**config.mk**
```make
export PLATFORM = sky130hd
export DESIGN_NAME = fetch_seq_unit
export DESIGN_NICKNAME = d
export VERILOG_FILES = /design/src/rtl/fetch_seq_unit.sv
export SDC_FILE = /design/constraint.sdc
export NUM_CORES = 1
export LEC_CHECK = 0
export BUFFER_PORTS_ARGS = -buffer_cell sky130_fd_sc_hd__buf_2
export CAP_MARGIN = 5
export CORE_MARGIN = 5
export CORE_UTILIZATION = 40
export DETAILED_ROUTE_END_ITERATION = 10
export PLACE_DENSITY = 0.83
export SLEW_MARGIN = 10
export SYNTH_ARGS = -nofsm -noshare
export SYNTH_HDL_FRONTEND = slang
export SYNTH_SLANG_ARGS = --single-unit
```
**constraint.sdc**
```tcl
create_clock -name clk -period 2.99 [get_ports clk]
set_clock_uncertainty 0.2 [all_clocks]
set_input_delay 0.598 -clock clk [delete_from_list [all_inputs] [get_ports clk]]
set_output_delay 0.598 -clock clk [all_outputs]
set_load 0.02 [all_outputs]
```
**src/rtl/fetch_seq_unit.sv**
```systemverilog
`default_nettype none
//==============================================================================
// Module   : fetch_seq_unit
// Purpose  : Next-PC sequencer for the front of the pipeline. Holds the fetch
//            PC and applies halt, vectored interrupt, return-from-interrupt,
//            redirect and stall requests in fixed priority. Nested interrupts
//            save their return addresses on a hardware LIFO; overflow,
//            underflow and out-of-range codes raise sticky error flags.
// Ports    : clk, rst        - clock, synchronous active-high reset
//            vec_table       - handler address per interrupt code (entry 0 unused)
//            halt            - halt request
//            interrupt       - interrupt/return request, qualified by int_code
//            int_code        - 0 = return, otherwise vector index
//            pc_override     - redirect request, target = redirect address
//            stall           - hold the PC
//            pc              - current fetch PC (registered)
//            halted          - fetch is halted
//            int_depth       - occupied return-stack entries
//            stack_ovf       - sticky: push attempted with the stack full
//            stack_unf       - sticky: return attempted with the stack empty
//            bad_vec         - sticky: int_code >= NUM_VEC
// Revision : 1.0 - initial release
//==============================================================================
module fetch_seq_unit #(
  parameter int              PC_W        = 16,
  parameter int              NUM_VEC     = 16,
  parameter int              CODE_W      = 4,
  parameter int              RET_DEPTH   = 4,
  parameter logic [PC_W-1:0] RESET_PC    = '0,
  parameter bit              WAKE_ON_INT = 1'b1
) (
  input  logic                                 clk,
  input  logic                                 rst,
  input  logic [NUM_VEC-1:0][PC_W-1:0]         vec_table,
  input  logic                                 halt,
  input  logic                                 interrupt,
  input  logic [CODE_W-1:0]                    int_code,
  input  logic                                 pc_override,
  input  logic [PC_W-1:0]                      target,
  input  logic                                 stall,
  output logic [PC_W-1:0]                      pc,
  output logic                                 halted,
  output logic [$clog2(RET_DEPTH+1)-1:0]       int_depth,
  output logic                                 stack_ovf,
  output logic                                 stack_unf,
  output logic                                 bad_vec
);

  localparam int c_DEPTH_W = $clog2(RET_DEPTH + 1);
  localparam int c_IDX_W   = (RET_DEPTH > 1) ? $clog2(RET_DEPTH) : 1;

  localparam logic [c_DEPTH_W-1:0] c_RET_DEPTH = c_DEPTH_W'(RET_DEPTH);
  localparam logic [c_DEPTH_W-1:0] c_DEPTH_ONE = c_DEPTH_W'(1);
  localparam logic [PC_W-1:0]      c_PC_ONE    = PC_W'(1);
  // One extra bit so NUM_VEC == 2^CODE_W still fits.
  localparam logic [CODE_W:0]      c_NUM_VEC   = (CODE_W + 1)'(NUM_VEC);

  logic [PC_W-1:0]      r_pc;
  logic                 r_halted;
  logic [c_DEPTH_W-1:0] r_depth;
  logic                 r_ovf, r_unf, r_bad;
  logic [PC_W-1:0]      r_stack [RET_DEPTH];

  logic                 w_code_vec, w_code_ret, w_code_bad;
  logic                 w_full, w_empty;
  logic [PC_W-1:0]      w_vec_pc, w_pc_inc;
  logic [c_IDX_W-1:0]   w_push_idx, w_top_idx;

  logic [PC_W-1:0]      w_pc_nxt;
  logic                 w_halted_nxt;
  logic [c_DEPTH_W-1:0] w_depth_nxt;
  logic                 w_ovf_nxt, w_unf_nxt, w_bad_nxt;
  logic                 w_push;
  logic [PC_W-1:0]      w_push_data;

  // Request decode
  assign w_code_vec = interrupt && (int_code != '0) && ({1'b0, int_code} < c_NUM_VEC);
  assign w_code_ret = interrupt && (int_code == '0);
  assign w_code_bad = interrupt && !({1'b0, int_code} < c_NUM_VEC);
  assign w_full     = (r_depth == c_RET_DEPTH);
  assign w_empty    = (r_depth == '0);
  assign w_pc_inc   = r_pc + c_PC_ONE;
  // Push writes the first free slot; pop reads the most recent entry.
  assign w_push_idx = c_IDX_W'(r_depth);
  assign w_top_idx  = c_IDX_W'(r_depth - c_DEPTH_ONE);

  // Vector lookup as a compare-select so int_code values beyond the table
  // never produce an out-of-range index.
  always_comb begin
    w_vec_pc = '0;
    for (int i = 0; i < NUM_VEC; i++) begin
      if (int_code == CODE_W'(i)) w_vec_pc = vec_table[i];
    end
  end

  // Next-state selection
  always_comb begin
    w_pc_nxt     = r_pc;
    w_halted_nxt = r_halted;
    w_depth_nxt  = r_depth;
    w_ovf_nxt    = r_ovf;
    w_unf_nxt    = r_unf;
    w_bad_nxt    = r_bad;
    w_push       = 1'b0;
    w_push_data  = w_pc_inc;

    if (!r_halted) begin
      if (halt) begin
        // Halt wins outright; a coincident interrupt is dropped silently.
        w_halted_nxt = 1'b1;
      end else if (w_code_vec && !w_full) begin
        w_push      = 1'b1;
        w_push_data = w_pc_inc;
        w_pc_nxt    = w_vec_pc;
        w_depth_nxt = r_depth + c_DEPTH_ONE;
      end else if (w_code_ret && !w_empty) begin
        w_pc_nxt    = r_stack[w_top_idx];
        w_depth_nxt = r_depth - c_DEPTH_ONE;
      end else begin
        // Rejected interrupts flag an error and fall through to the
        // lower-priority actions in the same cycle.
        if (w_code_vec) w_ovf_nxt = 1'b1;
        if (w_code_ret) w_unf_nxt = 1'b1;
        if (w_code_bad) w_bad_nxt = 1'b1;
        if (pc_override)  w_pc_nxt = target;
        else if (!stall)  w_pc_nxt = w_pc_inc;
      end
    end else if (WAKE_ON_INT && w_code_vec) begin
      if (!w_full) begin
        // Save the halted PC itself so the return resumes at the halt point.
        w_halted_nxt = 1'b0;
        w_push       = 1'b1;
        w_push_data  = r_pc;
        w_pc_nxt     = w_vec_pc;
        w_depth_nxt  = r_depth + c_DEPTH_ONE;
      end else begin
        w_ovf_nxt = 1'b1;
      end
    end
  end

  always_ff @(posedge clk) begin
    if (rst) begin
      r_pc     <= RESET_PC;
      r_halted <= 1'b0;
      r_depth  <= '0;
      r_ovf    <= 1'b0;
      r_unf    <= 1'b0;
      r_bad    <= 1'b0;
    end else begin
      r_pc     <= w_pc_nxt;
      r_halted <= w_halted_nxt;
      r_depth  <= w_depth_nxt;
      r_ovf    <= w_ovf_nxt;
      r_unf    <= w_unf_nxt;
      r_bad    <= w_bad_nxt;
    end
  end

  // Stack contents are don't-care after reset, so no reset branch.
  always_ff @(posedge clk) begin
    if (w_push && !rst) r_stack[w_push_idx] <= w_push_data;
  end

  assign pc        = r_pc;
  assign halted    = r_halted;
  assign int_depth = r_depth;
  assign stack_ovf = r_ovf;
  assign stack_unf = r_unf;
  assign bad_vec   = r_bad;

endmodule
`default_nettype wire

```
==> impl_metrics.yaml <==
grt:
  grtUsageMet1_pct: 35.6
  use_met2_pct: 46.7
  antenna_found_initial: 0
  gr-max-usage-layer: "met2"
  grt_use_met3_pct: 6.75
  grt_usage_pct: 27.9
  grt_max_degree: 40
  grt_pass1_vias: 7629
  globalRouteOverflowTotal: 0
  grt_pass1_wl_um: 43400
setup_path:
  start_kind: "flip-flop"
  cp_data_arrival_time_ps: 2530
  critPathKind: "reg -> reg"
  max_stage_delay_ps: 380
  r2r_setup_slack_ps: 270
  crit_path_end_kind: "flip-flop"
  critPathMostFrequentCell: "ha_1"
  cp_max_fo: 16
  crit_chain: "inv_1, ha_1, ha_1, nor2b_1, a211o_1, a21oi_4, nor3_2, and2_4"
  crit_required_ps: 2810
  slowest_stage: "dfxtp_1"
clocking:
  cts_resized: 0
  clk_pin_slew_ps: 60
  clock_sinks: 86
  numCtsBuffers: 9
  clk_path_buf_depth: 2
  cts_setup_buffers: 0
  cts_tree: "yes"
  clock-root-buffer: "clkbuf_16"
  clk-insertion-delay-late_ps: 340
  postCtsHoldBufs: 0
  cts-htree-levels: 3
detailed_routing:
  drtAntennaViolNets: 0
  vias: 7569
  drt_iter0_drc: 816
  drt_pass1_iterations: 5
  vias_per_cell: 6.09
  wirelength_um: 29300
  route.detailed.drc: 0
  wl_per_cell_um: 23.6
cells_and_area:
  fin_cells: 1243
  fillCellCount: 1590
  drive_gt1_share_pct: 43.7
  syn_to_final_growth_pct: 30.9
  diodes: 0
  fin_area_um2: 9190
  multi_input_area_um2: 4250
  final_nets: 1302
  regArea_um2: 2360
hold_path:
  holdCritPathClass: "reg -> reg"
floorplanning:
  die_area_um2: 20300
  core_um2: 17200
  io_pins: 305
  rows: 48
  die_h_um: 142
  start_util_pct: 40.7
  die_x_um: 142
logic_synthesis:
  synth-seq-cells: 86
  yosysSeqAreaShare_pct: 33.6
  synth_common_cells: "64 x edfxtp_1, 55 x nor2_1, 54 x nand2_1"
  synth_area_per_cell_um2: 9.83
  syn-num-nets: 1003
  synth_edf_count: 64
  async_reset_ff_share_pct: 0
  synth.distinct_cells: 84
  synth_area_leaders: "edfxtp_1 27%, mux4_2 11%, dfxtp_1 6.3%"
  synthFlopType: "edfxtp_1"
  synth_area_um2: 7020
  yosysTopAreaCell: "edfxtp_1"
  syn_inst: 714
  ys_warn_count: 0
  synth_top_area_share_pct: 27.4
  synth_most_common_cell: "edfxtp_1"
timing:
  hold_ws_ps: 290
  finalMaxSlewViolations: 0
  setup_viol: 0
  worstMarginPinSlew_ps: 545
  finalHoldViolations: 0
  fin_crit_sh_pct: 90.8
  slew-limit-headroom_pct: 63.6
  min_period_ps: 2720
  fin_ws_ps: 275
  rsz0062_at_grt: "no"
  tns_ps: 0
  clock.fmax_mhz: 368
status:
  status: "completed"
power:
  ir_worst_vdd_mv: 0.377
  powerDensity_nw_per_um2: 423
  p_leak_nw: 3.87
place:
  dpl_cell_area_um2: 8870
  placed_cells: 1227
  routabilityCongestion: 0.960
  hpwl_um: 23100
  io_buffers: 303
  post-place-ws_ps: 40.6
flow_run:
  cap_violations: 0
-- path summary, 6_finish.rpt --
check | start | to | cells past startpoint
worst max-delay path | int_depth[1] | r_stack[0][14] | 8
worst min-delay path | stack_unf | stack_unf | 2
worst max register to register | int_depth[1] | r_stack[0][14] | 8
worst min register to register | stack_unf | stack_unf | 2
-- through the flow --
step	total power, mW	utilization (%)
after floorplan	2.17	-
after global placement	2.67	51.5
after detailed placement	2.69	51.5
after CTS	3.88	53.3
after global routing	4.03	53.3
final	3.89	53.3
-- layer usage --
metal | wire, um | vias to the layer above | part of all wire [%]
met5 | 0 | - | 0
met4 | 860 | 0 | 2.9
met2 | 14100 | 454 | 48
li1 | - | 3369 | -
met3 | 2870 | 59 | 9.8
met1 | 11500 | 3687 | 39
-- state kept, by name (all words and copies together), names as in the netlist --
register	cells
stack_ovf	1
halted	1
int_depth	3
stack_unf	1
r_stack	64
pc	16
-- worst max-delay path, delay by kind of cell (launching register included) --
| family | cells | cell delay, ps |
|---|---|---|
| AOI/OAI and AO/OA | 2 | 340 |
| adders and majority gates | 2 | 450 |
| buffers and inverters | 1 | 90 |
| DFF | 1 | 380 |
| and+or+nand+nor | 3 | 920 |
-- final cells by class --
class	count	share of cell area, %
clock buffer	10	2.49
clock inverter	6	0.953
inverter	13	0.531
multi-input combinational	551	46.3
sequential	86	25.7
tap	225	3.06
timing repair buffer	352	21.0
-- where the power goes --
| part | switching, mW | internal [mW] |
|---|---|---|
| registers | 0.0804 | 1.37 |
| clock network | 0.471 | 0.732 |
| logic | 0.680 | 0.555 |
| total | 1.23 | 2.66 |
-- cells in the final DEF, fill, tap and decap left out, drive strengths merged, types with 9 or more instances in the layout --
cell type,netlist,routed
a21oi,48,48
a31oi,13,13
buf,47,352
clkbuf,17,10
dfxtp,22,22
edfxtp,64,64
inv,12,12
mux2,20,20
mux2i,32,32
mux4,35,35
nand2,55,55
nand3,18,18
nor2,55,55
nor2b,13,13
nor3,22,22
o21ai,46,46
o221ai,9,9
o22ai,9,9
xnor2,15,15
xor2,12,12
-- cell families (layout without fill, tap and decap cells) --
group	after synthesis	count (layout)	synth area share (%)
and+or+nand+nor	219	219	15.9
AOI/OAI and AO/OA	210	210	20.7
muxes	87	87	19.0
DFF	86	86	33.6
buffers and inverters	77	381	6.06
xor gates and xnor gates	27	27	3.37
adders and majority gates	7	7	1.25
other	1	1	0.0534
No activity file was read; power rests on OpenSTA's default activity.
